**config.mk**
```make
export PLATFORM = sky130hd
export DESIGN_NAME = sfr_timers_flat
export DESIGN_NICKNAME = d
export VERILOG_FILES = /design/src/rtl/sfr_timers_pkg.sv /design/src/rtl/memsplit32.sv /design/src/rtl/sfr_timer_ch.sv /design/src/rtl/sfr_timers.sv /design/src/flat_wrapper.sv
export SDC_FILE = /design/constraint.sdc
export NUM_CORES = 1
export LEC_CHECK = 0
export ABC_AREA = 1
export BUFFER_PORTS_ARGS = -buffer_cell sky130_fd_sc_hd__clkbuf_2
export CAP_MARGIN = 25
export CELL_PAD_IN_SITES_DETAIL_PLACEMENT = 0
export CELL_PAD_IN_SITES_GLOBAL_PLACEMENT = 1
export CORE_MARGIN = 2
export CORE_UTILIZATION = 40
export DETAILED_ROUTE_END_ITERATION = 10
export PLACE_DENSITY_LB_ADDON = 0.25
export SKIP_CTS_REPAIR_TIMING = 1
export SLEW_MARGIN = 10
export SYNTH_ARGS = -nofsm -noshare
export SYNTH_HDL_FRONTEND = slang
export SYNTH_SLANG_ARGS = --single-unit
```
**constraint.sdc**
```tcl
create_clock -name clk_i -period 20.5 [get_ports clk_i]
set_input_delay 4.1 -clock clk_i [delete_from_list [all_inputs] [get_ports clk_i]]
set_output_delay 4.1 -clock clk_i [all_outputs]
set_load 0.005 [all_outputs]
```
**src/rtl/sfr_timers_pkg.sv**
```systemverilog
// Shared constants for the sfr_timers tile register block: register map,
// channel window layout, IDCODE value and TCTRL bit positions.
package sfr_timers_pkg;

    // Byte addresses of the tile control registers (decoded on addr[7:0]).
    localparam logic [7:0] ADDR_IDCODE    = 8'h00;
    localparam logic [7:0] ADDR_CTRL      = 8'h04;
    localparam logic [7:0] ADDR_CORENUM   = 8'h08;
    localparam logic [7:0] ADDR_TIMER_NUM = 8'h0C;
    localparam logic [7:0] ADDR_IRQ_EN    = 8'h10;
    localparam logic [7:0] ADDR_SGI       = 8'h14;
    localparam logic [7:0] ADDR_TSTAT     = 8'h18;
    localparam logic [7:0] ADDR_TMASK     = 8'h1C;

    // Channel k lives at CH_BASE + CH_STRIDE*k, four word registers each.
    localparam logic [7:0] CH_BASE   = 8'h40;
    localparam logic [7:0] CH_STRIDE = 8'h10;

    // Word (addr[7:2]) views of the map, used by the decoder.
    localparam logic [5:0] W_IDCODE    = ADDR_IDCODE[7:2];
    localparam logic [5:0] W_CTRL      = ADDR_CTRL[7:2];
    localparam logic [5:0] W_CORENUM   = ADDR_CORENUM[7:2];
    localparam logic [5:0] W_TIMER_NUM = ADDR_TIMER_NUM[7:2];
    localparam logic [5:0] W_IRQ_EN    = ADDR_IRQ_EN[7:2];
    localparam logic [5:0] W_SGI       = ADDR_SGI[7:2];
    localparam logic [5:0] W_TSTAT     = ADDR_TSTAT[7:2];
    localparam logic [5:0] W_TMASK     = ADDR_TMASK[7:2];
    localparam logic [5:0] W_CH_BASE   = CH_BASE[7:2];

    localparam logic [31:0] IDCODE = 32'hDEADBEEF;

    // TCTRL bit positions.
    localparam int unsigned TCTRL_EN_BIT     = 0;
    localparam int unsigned TCTRL_RELOAD_BIT = 1;

    // Register select inside one channel window.
    typedef enum logic [1:0] {
        CH_TCTRL  = 2'd0,
        CH_PERIOD = 2'd1,
        CH_VALUE  = 2'd2,
        CH_PRESC  = 2'd3
    } ch_reg_e;

endpackage

```
**src/rtl/memsplit32.sv**
```systemverilog
// MemSplit32 register bus. Handshake: the master holds req (with we, addr,
// wdata) for one cycle; ack answers combinationally in the same cycle; a read
// returns resp=1 with rdata exactly one cycle after req, a write returns no resp.
interface MemSplit32;
    logic        req;
    logic        ack;
    logic        we;
    logic [31:0] addr;
    logic [31:0] wdata;
    logic        resp;
    logic [31:0] rdata;

    modport Master (output req, we, addr, wdata, input ack, resp, rdata);
    modport Slave  (input req, we, addr, wdata, output ack, resp, rdata);
endinterface

```
**src/rtl/sfr_timer_ch.sv**
```systemverilog
// One timer channel: prescaler, period compare, one-shot/periodic reload,
// and a single-cycle pulse that sets the channel's pending bit on expiry.
module sfr_timer_ch
    import sfr_timers_pkg::*;
#(
    parameter int unsigned TIMER_WIDTH = 32,
    parameter int unsigned PRESC_WIDTH = 8
) (
    input  logic                   clk_i,
    input  logic                   rst_i,
    input  logic                   clr_i,
    input  logic                   wr_i,
    input  ch_reg_e                sel_i,
    input  logic [31:0]            wdata_i,
    output logic                   enable_o,
    output logic                   reload_o,
    output logic [TIMER_WIDTH-1:0] period_o,
    output logic [TIMER_WIDTH-1:0] value_o,
    output logic [PRESC_WIDTH-1:0] presc_o,
    output logic                   pending_set_o
);

    localparam logic [TIMER_WIDTH-1:0] ONE_T = 1;
    localparam logic [PRESC_WIDTH-1:0] ONE_P = 1;

    logic                   enable_q, enable_d;
    logic                   reload_q, reload_d;
    logic [TIMER_WIDTH-1:0] period_q, period_d;
    logic [TIMER_WIDTH-1:0] value_q, value_d;
    logic [PRESC_WIDTH-1:0] presc_q, presc_d;
    logic [PRESC_WIDTH-1:0] presc_cnt_q, presc_cnt_d;
    logic [TIMER_WIDTH-1:0] value_inc;
    logic                   tick;
    logic                   expiry;
    logic                   unused_wdata;

    assign unused_wdata = ^wdata_i;

    // Tick/expiry detection; PERIOD=0 never expires so the counter free-runs.
    always_comb begin
        value_inc = value_q + ONE_T;
        tick      = enable_q && (presc_cnt_q == presc_q);
        expiry    = tick && (period_q != '0) && (value_inc == period_q);
    end

    // Next state: counting first, host writes override it, core reset overrides all.
    always_comb begin
        enable_d    = enable_q;
        reload_d    = reload_q;
        period_d    = period_q;
        value_d     = value_q;
        presc_d     = presc_q;
        presc_cnt_d = presc_cnt_q;

        if (enable_q) begin
            if (tick) begin
                presc_cnt_d = '0;
                if (expiry) begin
                    value_d  = '0;
                    enable_d = reload_q;
                end else begin
                    value_d = value_inc;
                end
            end else begin
                presc_cnt_d = presc_cnt_q + ONE_P;
            end
        end

        if (wr_i) begin
            case (sel_i)
                CH_TCTRL: begin
                    enable_d    = wdata_i[TCTRL_EN_BIT];
                    reload_d    = wdata_i[TCTRL_RELOAD_BIT];
                    value_d     = '0;
                    presc_cnt_d = '0;
                end
                CH_PERIOD: period_d = wdata_i[TIMER_WIDTH-1:0];
                CH_VALUE: begin
                    value_d     = wdata_i[TIMER_WIDTH-1:0];
                    presc_cnt_d = '0;
                end
                CH_PRESC: presc_d = wdata_i[PRESC_WIDTH-1:0];
                default: ;
            endcase
        end

        if (clr_i) begin
            enable_d    = 1'b0;
            reload_d    = 1'b0;
            period_d    = '0;
            value_d     = '0;
            presc_d     = '0;
            presc_cnt_d = '0;
        end
    end

    // Channel state registers.
    always_ff @(posedge clk_i or posedge rst_i) begin
        if (rst_i) begin
            enable_q    <= 1'b0;
            reload_q    <= 1'b0;
            period_q    <= '0;
            value_q     <= '0;
            presc_q     <= '0;
            presc_cnt_q <= '0;
        end else begin
            enable_q    <= enable_d;
            reload_q    <= reload_d;
            period_q    <= period_d;
            value_q     <= value_d;
            presc_q     <= presc_d;
            presc_cnt_q <= presc_cnt_d;
        end
    end

    assign enable_o      = enable_q;
    assign reload_o      = reload_q;
    assign period_o      = period_q;
    assign value_o       = value_q;
    assign presc_o       = presc_q;
    assign pending_set_o = expiry && !clr_i;

endmodule

```
**src/rtl/sfr_timers.sv**
```systemverilog
// Per-tile SFR block: register decode and read mux, software core reset,
// IRQ enable vector, SGI, and TSTAT/TMASK over TIMER_NUM timer channels.
module sfr_timers
    import sfr_timers_pkg::*;
#(
    parameter int unsigned CORENUM          = 0,
    parameter bit          SW_RESET_DEFAULT = 1'b0,
    parameter int unsigned IRQ_NUM_POW      = 4,
    parameter int unsigned TIMER_NUM        = 4,
    parameter int unsigned TIMER_WIDTH      = 32,
    parameter int unsigned PRESC_WIDTH      = 8
) (
    input  logic                        clk_i,
    input  logic                        rst_i,
    MemSplit32.Slave                    host,
    input  logic                        sw_reset_enb_i,
    input  logic                        sw_reset_set_i,
    input  logic                        sw_reset_autoclr_i,
    output logic                        core_reset_o,
    output logic [(2**IRQ_NUM_POW)-1:0] irq_en_bo,
    output logic [TIMER_NUM-1:0]        timer_irq_bo,
    output logic                        irq_timer_o,
    output logic                        sgi_req_o,
    output logic [IRQ_NUM_POW-1:0]      sgi_code_bo
);

    localparam int unsigned IRQ_NUM = 2**IRQ_NUM_POW;
    localparam logic [3:0]  TN      = 4'(TIMER_NUM);

    logic                   sw_reset_q, sw_reset_d;
    logic                   autoclr_q, autoclr_d;
    logic                   core_reset_q;
    logic [IRQ_NUM-1:0]     irq_en_q, irq_en_d;
    logic                   sgi_req_q, sgi_req_d;
    logic [IRQ_NUM_POW-1:0] sgi_code_q, sgi_code_d;
    logic [TIMER_NUM-1:0]   pending_q, pending_d;
    logic [TIMER_NUM-1:0]   mask_q, mask_d;
    logic [TIMER_NUM-1:0]   timer_irq_q, timer_irq_d;
    logic                   resp_q;
    logic [31:0]            rdata_q, rdata_d;

    logic                   wr, rd;
    logic [5:0]             word;
    logic [5:0]             ch_word;
    logic [3:0]             ch_idx;
    ch_reg_e                ch_sel;
    logic                   ch_hit;
    logic                   unused_bus;

    logic                   ch_enable [TIMER_NUM];
    logic                   ch_reload [TIMER_NUM];
    logic [TIMER_WIDTH-1:0] ch_period [TIMER_NUM];
    logic [TIMER_WIDTH-1:0] ch_value  [TIMER_NUM];
    logic [PRESC_WIDTH-1:0] ch_presc  [TIMER_NUM];
    logic [TIMER_NUM-1:0]   pend_set;

    assign host.ack   = host.req;
    assign wr         = host.req && host.we;
    assign rd         = host.req && !host.we;
    assign word       = host.addr[7:2];
    assign ch_word    = word - W_CH_BASE;
    assign ch_idx     = ch_word[5:2];
    assign ch_sel     = ch_reg_e'(ch_word[1:0]);
    assign ch_hit     = (word >= W_CH_BASE) && (ch_idx < TN);
    assign unused_bus = ^{host.addr[31:8], host.addr[1:0], host.wdata};

    for (genvar k = 0; k < TIMER_NUM; k++) begin : g_ch
        sfr_timer_ch #(
            .TIMER_WIDTH(TIMER_WIDTH),
            .PRESC_WIDTH(PRESC_WIDTH)
        ) u_ch (
            .clk_i         (clk_i),
            .rst_i         (rst_i),
            .clr_i         (core_reset_q),
            .wr_i          (wr && ch_hit && (ch_idx == 4'(k))),
            .sel_i         (ch_sel),
            .wdata_i       (host.wdata),
            .enable_o      (ch_enable[k]),
            .reload_o      (ch_reload[k]),
            .period_o      (ch_period[k]),
            .value_o       (ch_value[k]),
            .presc_o       (ch_presc[k]),
            .pending_set_o (pend_set[k])
        );
    end

    // Control register next state: bus write beats the external strobe, which beats auto-clear.
    always_comb begin
        sw_reset_d = sw_reset_q;
        autoclr_d  = autoclr_q;
        irq_en_d   = irq_en_q;
        sgi_req_d  = 1'b0;
        sgi_code_d = sgi_code_q;
        pending_d  = pending_q;
        mask_d     = mask_q;

        if (wr && (word == W_CTRL)) begin
            sw_reset_d = host.wdata[0];
            autoclr_d  = host.wdata[1];
        end else if (sw_reset_enb_i) begin
            sw_reset_d = sw_reset_set_i;
            autoclr_d  = sw_reset_autoclr_i;
        end else if (sw_reset_q && autoclr_q) begin
            sw_reset_d = 1'b0;
        end

        if (wr && (word == W_IRQ_EN)) begin
            irq_en_d = host.wdata[IRQ_NUM-1:0];
        end

        if (wr && (word == W_SGI)) begin
            sgi_req_d  = 1'b1;
            sgi_code_d = host.wdata[IRQ_NUM_POW-1:0];
        end

        // A set in the same cycle as a W1C clear keeps the bit set.
        if (wr && (word == W_TSTAT)) begin
            pending_d = pending_q & ~host.wdata[TIMER_NUM-1:0];
        end
        pending_d = pending_d | pend_set;

        if (wr && (word == W_TMASK)) begin
            mask_d = host.wdata[TIMER_NUM-1:0];
        end

        if (core_reset_q) begin
            pending_d = '0;
            mask_d    = '0;
        end

        timer_irq_d = pending_d & mask_d;
    end

    // Read mux, sampled into rdata_q on the request edge; narrow fields zero-extend.
    always_comb begin
        rdata_d = '0;
        if (rd) begin
            case (word)
                W_IDCODE:    rdata_d = IDCODE;
                W_CTRL:      rdata_d = {30'd0, autoclr_q, sw_reset_q};
                W_CORENUM:   rdata_d = CORENUM;
                W_TIMER_NUM: rdata_d = TIMER_NUM;
                W_IRQ_EN:    rdata_d = 32'(irq_en_q);
                W_SGI:       rdata_d = 32'(sgi_code_q);
                W_TSTAT:     rdata_d = 32'(pending_q);
                W_TMASK:     rdata_d = 32'(mask_q);
                default: begin
                    for (int unsigned k = 0; k < TIMER_NUM; k++) begin
                        if (ch_hit && (ch_idx == 4'(k))) begin
                            case (ch_sel)
                                CH_TCTRL:  rdata_d = {30'd0, ch_reload[k], ch_enable[k]};
                                CH_PERIOD: rdata_d = 32'(ch_period[k]);
                                CH_VALUE:  rdata_d = 32'(ch_value[k]);
                                CH_PRESC:  rdata_d = 32'(ch_presc[k]);
                                default:   rdata_d = '0;
                            endcase
                        end
                    end
                end
            endcase
        end
    end

    // Top-level registers; core_reset_q follows sw_reset one cycle later.
    always_ff @(posedge clk_i or posedge rst_i) begin
        if (rst_i) begin
            sw_reset_q   <= SW_RESET_DEFAULT;
            autoclr_q    <= 1'b0;
            core_reset_q <= 1'b1;
            irq_en_q     <= '0;
            sgi_req_q    <= 1'b0;
            sgi_code_q   <= '0;
            pending_q    <= '0;
            mask_q       <= '0;
            timer_irq_q  <= '0;
            resp_q       <= 1'b0;
            rdata_q      <= '0;
        end else begin
            sw_reset_q   <= sw_reset_d;
            autoclr_q    <= autoclr_d;
            core_reset_q <= sw_reset_q;
            irq_en_q     <= irq_en_d;
            sgi_req_q    <= sgi_req_d;
            sgi_code_q   <= sgi_code_d;
            pending_q    <= pending_d;
            mask_q       <= mask_d;
            timer_irq_q  <= timer_irq_d;
            resp_q       <= rd;
            rdata_q      <= rdata_d;
        end
    end

    assign host.resp    = resp_q;
    assign host.rdata   = rdata_q;
    assign core_reset_o = core_reset_q;
    assign irq_en_bo    = irq_en_q;
    assign timer_irq_bo = timer_irq_q;
    assign irq_timer_o  = |timer_irq_q;
    assign sgi_req_o    = sgi_req_q;
    assign sgi_code_bo  = sgi_code_q;

endmodule

```
**src/flat_wrapper.sv**
```systemverilog
// flat-port wrapper written by rule: the top's interface ports become plain ports
module sfr_timers_flat import sfr_timers_pkg::*;
#(
    parameter int unsigned CORENUM          = 0,
    parameter bit          SW_RESET_DEFAULT = 1'b0,
    parameter int unsigned IRQ_NUM_POW      = 4,
    parameter int unsigned TIMER_NUM        = 4,
    parameter int unsigned TIMER_WIDTH      = 32,
    parameter int unsigned PRESC_WIDTH      = 8
)
  (clk_i, rst_i, sw_reset_enb_i, sw_reset_set_i, sw_reset_autoclr_i, core_reset_o, irq_en_bo, timer_irq_bo, irq_timer_o, sgi_req_o, sgi_code_bo, host_req, host_we, host_addr, host_wdata, host_ack, host_resp, host_rdata);
  MemSplit32 host_i ();
  input  logic clk_i;
  input  logic rst_i;
  input  logic sw_reset_enb_i;
  input  logic sw_reset_set_i;
  input  logic sw_reset_autoclr_i;
  output logic core_reset_o;
  output logic [(2**IRQ_NUM_POW)-1:0] irq_en_bo;
  output logic [TIMER_NUM-1:0] timer_irq_bo;
  output logic irq_timer_o;
  output logic sgi_req_o;
  output logic [IRQ_NUM_POW-1:0] sgi_code_bo;
  input wire logic [$bits(host_i.req)-1:0] host_req;
  input wire logic [$bits(host_i.we)-1:0] host_we;
  input wire logic [$bits(host_i.addr)-1:0] host_addr;
  input wire logic [$bits(host_i.wdata)-1:0] host_wdata;
  output wire logic [$bits(host_i.ack)-1:0] host_ack;
  output wire logic [$bits(host_i.resp)-1:0] host_resp;
  output wire logic [$bits(host_i.rdata)-1:0] host_rdata;
  assign host_i.req = host_req;
  assign host_i.we = host_we;
  assign host_i.addr = host_addr;
  assign host_i.wdata = host_wdata;
  assign host_ack = host_i.ack;
  assign host_resp = host_i.resp;
  assign host_rdata = host_i.rdata;
  sfr_timers #(.CORENUM(CORENUM), .SW_RESET_DEFAULT(SW_RESET_DEFAULT), .IRQ_NUM_POW(IRQ_NUM_POW), .TIMER_NUM(TIMER_NUM), .TIMER_WIDTH(TIMER_WIDTH), .PRESC_WIDTH(PRESC_WIDTH)) u_core (.clk_i(clk_i), .rst_i(rst_i), .host(host_i), .sw_reset_enb_i(sw_reset_enb_i), .sw_reset_set_i(sw_reset_set_i), .sw_reset_autoclr_i(sw_reset_autoclr_i), .core_reset_o(core_reset_o), .irq_en_bo(irq_en_bo), .timer_irq_bo(timer_irq_bo), .irq_timer_o(irq_timer_o), .sgi_req_o(sgi_req_o), .sgi_code_bo(sgi_code_bo));
endmodule
```
# After elaboration in Yosys (flattened, before gate mapping)
# Cells that the tools add are included.
# totals
input_bits	71
output_inout_bits	61
register_bits	397
# op_classes
n_bitwise	4
order_cmp	2
addsub	9
muxes	115
reduce_logical	66
eq_ne	21
# ops
operator	n
$mux W32	34
$pmux W32 S4	4
$pmux W32 S2	4
$pmux W32 S8	1
$mux W8	29
$add A32 B1 Y32 const B	4
$eq A32 B32 Y1	4
$reduce_bool A32 Y1	4
$mux W1	39
$logic_and A1 B1 Y1	34
$add A8 B1 Y8 const B	4
$eq A8 B8 Y1	4
$eq A6 B3 Y1 const B	4
$reduce_and A2 Y1	12
$mux W4	4
$reduce_bool A2 Y1	8
$eq A6 B2 Y1 const B	2
$and A4 B4 Y4	2
$eq A4 B2 Y1 const B	2
$eq A6 B1 Y1 const B	1
$ge A6 B5 Y1 const B	1
$logic_not A6 Y1	1
$sub A6 B5 Y6 const B	1
$eq A2 B2 Y1 const B	2
other kinds (11)	12

# Logic depth before layout (Yosys ltp)
# logic_depth
word_depth	10
depth_mapped	20
ltp_nobuf	18

# Modules after synthesis
# A second synthesis with hierarchy kept.
# hier_totals
cells_unflattened	4519
hier_area_um2	28826.4
# by_module_without_submodules
module	cells_per_inst	area_each_um2	n_inst
sfr_timer_ch at u_core.g_ch[1].u_ch ...	908	5943.2	2
sfr_timer_ch at u_core.g_ch[0].u_ch	928	5851.9	1
sfr_timer_ch at u_core.g_ch[3].u_ch	872	5599.1	1
sfr_timers	903	5489.0	1

# Least setup slack after synthesis
# No wires, ideal clock.
# synth_path
path_kind	input to output
from	in host_req
to	out host_ack
required_time_ns	16.400
n_path_buf	1
t_arrival_ns	4.211
slack_ns	12.189
cell_stages	1
cell_sequence	buf_4
# synth_lines
item	line_no	rtl
start: declaration	flat_wrapper.sv:24	input wire logic [$bits(host_i.req)-1:0] host_req;
end: declaration	flat_wrapper.sv:28	output wire logic [$bits(host_i.ack)-1:0] host_ack;
# No word-level cell between the ends.

# Worst setup path in the final report
# layout_path
from	in host_req
to	out host_ack
# No word-level cell between the ends.

==> key figures <==
Worst setup path
  – Timing endpoint of the critical path: host_ack
  – Crit Path Class: input port to primary output
  – Critical path depth: 2
  – Critical path's most frequent cell: clkbuf_2
  – Worst Path Required: 16400 ps
  – Cell depth of the worst flop-to-flop path: 17
  – Worst Path Buf+Inv: 2
  – Arrival @ worst endpoint: 4300 ps
  – Worst setup startpoint: host_req
  – RR Endpoint: u_core.g_ch[3].u_ch.enable_o$_DFF_PP0_
  – CP Max Fanout: 3
  – Worst path slowest cell: clkbuf_2
  – Crit. End Element: primary output
  – Reg2reg setup slack: 16800 ps
  – Top delay family on crit path: buffers and inverters
  – CP Cell Sequence: clkbuf_2 > clkbuf_2
  – Largest stage delay, worst path: 100 ps
  – Reg2reg start: u_core.g_ch[3].u_ch.value_o[0]$_DFF_PP0_
  – Worst setup SP type: input port

CTS
  – Clk_lat worst skew: 620 ps
  – Num CTS Buffers: 51
  – Clock transition at path regs: 60 ps
  – Clock root cell: clkbuf_16
  – CTS H-tree depth: 2
  – Clock Path Buffers: 3
  – TritonCTS clock tree: built
  – Clk sinks: 397

Pwr
  – Combinational Power Share: 26.7%
  – Flop pwr share: 38.0%
  – Pwr Density: 85.3 mW/mm2
  – Maximum vdd drop: 0.0684 mV
  – Clock power share: 35.2%
  – Psw: 990 uW
  – Net Sw Frac: 37.2%
  – Power Internal: 1670 uW
  – Leakage: 0.0144 uW

Synth
  – Post-synthesis async set-or-reset flop share: 100%
  – Post-synthesis instance total: 4390
  – Main synth FF type: dfrtp_1
  – Cell variety after synth: 55
  – EDFF count, synth: 0
  – Synthesized flop and latch total: 397
  – Ys Warns: 0
  – Synth Net Count: 4469
  – Average size of a mapped cell: 6.41 um2
  – Seq/Total Area, Yosys: 35.3%
  – Post-Syn Area: 0.0281 mm2

Drt
  – Total number of vias: 29400
  – DR pass1 iterations: 6
  – Final ANT Viol Nets: 0
  – Final WL: 124 mm
  – WL/cell: 22.9 um
  – Iter 0 DRT Violations: 3099
  – Drt via density: 5.44
  – Residual DRC: 0

Timing
  – Fin crit period: 8400 ps
  – Unrepaired setup endpoints after global routing: false
  – Max Freq: 0.119 GHz
  – Final setup skew: 26.9 ps
  – Worst-margin pin slew: 1150 ps
  – Setup TNS: 0 ps
  – Tcrit/Tclk final: 41.0%
  – Slew HR: 23.4%
  – Endpoints failing hold: 0
  – Setup violations, final: 0
  – Final slew viol count: 0

Global routing
  – Met2 GRT Util: 51.4%
  – First-pass GRT wire length: 182 mm
  – Most Crowded Layer GR: met2
  – Vias in the first global route: 27800
  – Largest net degree at the start of global routing: 132
  – Gr ovfl total: 0
  – Initial antenna violation count: 2
  – Total GRT Usage: 33.5%
  – M3 GR Usage: 7.36%
  – M1 GR Usage: 45.7%

Floorplan
  – Die Span X: 269 um
  – Chip height: 269 um
  – Die Footprint: 0.0725 mm2
  – Core Area: 0.0698 mm2
  – I/O pins: 132
  – Row count: 97
  – Initial Util: 40.3%

Placement
  – Detailed placement HPWL: 93.4 mm
  – Post-Place Cells: 5316
  – Placer Congestion: 0.984
  – Port Buffer Count: 105

Cells and area
  – Number of diodes: 0
  – Area Overhead vs Synth: 11.0%
  – NumNets Final: 4512
  – Fraction of layout cells with a size suffix above 1: 8.25%
  – Layout Cells excl Fill: 5411
  – Filler cell count: 7492

Run
  – Max capacitance violation total: 0

Hold path
  – Hold WC Path Type: register to register

Outcome
  – Status: finished, final reports clean
Yosys cell counts, drive strengths merged (2+ instances only):
master      n  share of area [%]
a32oi       6               0.19
nand3     296                5.7
buf        35               0.85
o21ai     249                4.4
ha          8               0.36
nand3b      7               0.19
o21bai      2              0.053
o22ai      87                1.9
dfrtp     396                 35
nor2      679                9.9
nor3b       5               0.13
nand4      35               0.78
o211ai      8               0.21
a21oi     298                5.3
nor3       25               0.44
and3        3              0.067
and2        4              0.089
nand2    1410                 19
a31oi      11               0.24
xnor3      15                1.2
o31ai       5               0.13
inv       532                7.1
clkbuf    126                1.7
a41oi       2              0.062
xnor2       7               0.22
clkinv      8               0.11
xor2       51                1.6
or2         3              0.067
o221ai     12               0.37
a221oi     42                1.3
o2111ai     8               0.25
a211oi      5               0.13
power by group through the flow:
stage               combinational (uW)  clock [uW]  sequential [uW]
floorplan                          475           0              985
global placement                   694           0             1020
detailed placement                 697           0             1020
CTS                                699         952             1010
global route                       790         981             1030
finish                             712         938             1010
layout by cell type, fill, tap and decap left out, types with 6 or more instances in the layout:
cell and count:
inv_1 519, o211ai_1 8, nand4_1 35, a32oi_1 6, a21oi_1 298, nor2_2 30, clkinv_1 9, xnor2_1 7
nand3b_1 7, buf_4 44, nor2_1 627, nand3_2 15, a31oi_1 11, nor3_1 25, clkbuf_16 53, o221ai_1 12
o2111ai_1 8, dfrtp_1 396, inv_2 11, clkbuf_2 105, xor2_1 51, ha_1 8, o22ai_1 87, nand2_2 47
clkinv_2 9, a221oi_1 42, nand3_1 278, o21ai_1 10, o21ai_0 239, nand2_1 1358, clkbuf_8 12, clkbuf_1 11
xnor3_1 15, nor2_4 21
registers in the layout (all words and copies together), names as in the netlist, 16 cells and up:
register	cells
u_core.g_ch.u_ch.period_o	128
u_core.g_ch.u_ch.presc_cnt_q	32
u_core.g_ch.u_ch.presc_o	32
u_core.g_ch.u_ch.value_o	128
u_core.host.rdata	32
u_core.irq_en_bo	16
cell families after synthesis:
group / synth area share (%)
AOI/OAI and AO/OA: 14.8
xor gates and xnor gates: 3.09
adders and majority gates: 0.356
buffers and inverters: 9.75
DFF: 35.3
and+or+nand+nor: 36.7
cell type report:
cell class / instances / area (um2) / area share (%)
Inverter: 540 / 2030 / 6.52
Clock buffer: 76 / 1530 / 4.91
Sequential cell: 397 / 9940 / 31.8
Clock inverter: 15 / 171 / 0.549
Tap cell: 940 / 1180 / 3.77
Multi-Input combinational cell: 3292 / 15500 / 49.6
Timing Repair Buffer: 151 / 891 / 2.85
per-stage QoR:
step / utilization, % / instance area (um2) / power (uW) / worst slack [ps] / hold slack (ps)
after CTS: 44.7 / 31200 / 2660 / 12100 / 425
after global placement: 42.2 / 29500 / 1710 / 12100 / 406
after floorplan: - / 28100 / 1460 / 5360 / 375
after global routing: 44.7 / 31200 / 2800 / 12090 / 439
final: 44.7 / 31200 / 2660 / 12100 / 432
after detailed placement: 42.3 / 29500 / 1720 / 12100 / 415
routing by layer:
| metal | share of wire, % | vias to the layer above |
|---|---|---|
| li1 | - | 14200 |
| met2 | 44 | 1251 |
| met3 | 8.6 | 213 |
| met5 | 0.010 | - |
| met4 | 4.2 | 2 |
| met1 | 43 | 13800 |
worst min-delay path by stage:
stage	startpoint	endpoint	slack (ps)	cells after the start
final	u_core.sw_reset_q$_DFFE_PP0P_	u_core.core_reset_o$_DFF_PP1_	430	0
after global routing	u_core.sw_reset_q$_DFFE_PP0P_	u_core.core_reset_o$_DFF_PP1_	440	0
after global placement	u_core.sw_reset_q$_DFFE_PP0P_	u_core.core_reset_o$_DFF_PP1_	410	0
after floorplan	u_core.sw_reset_q$_DFFE_PP0P_	u_core.core_reset_o$_DFF_PP1_	380	0
after detailed placement	u_core.sw_reset_q$_DFFE_PP0P_	u_core.core_reset_o$_DFF_PP1_	410	0
after CTS	u_core.sw_reset_q$_DFFE_PP0P_	u_core.core_reset_o$_DFF_PP1_	430	0
Power figures use the tool's default switching activity.
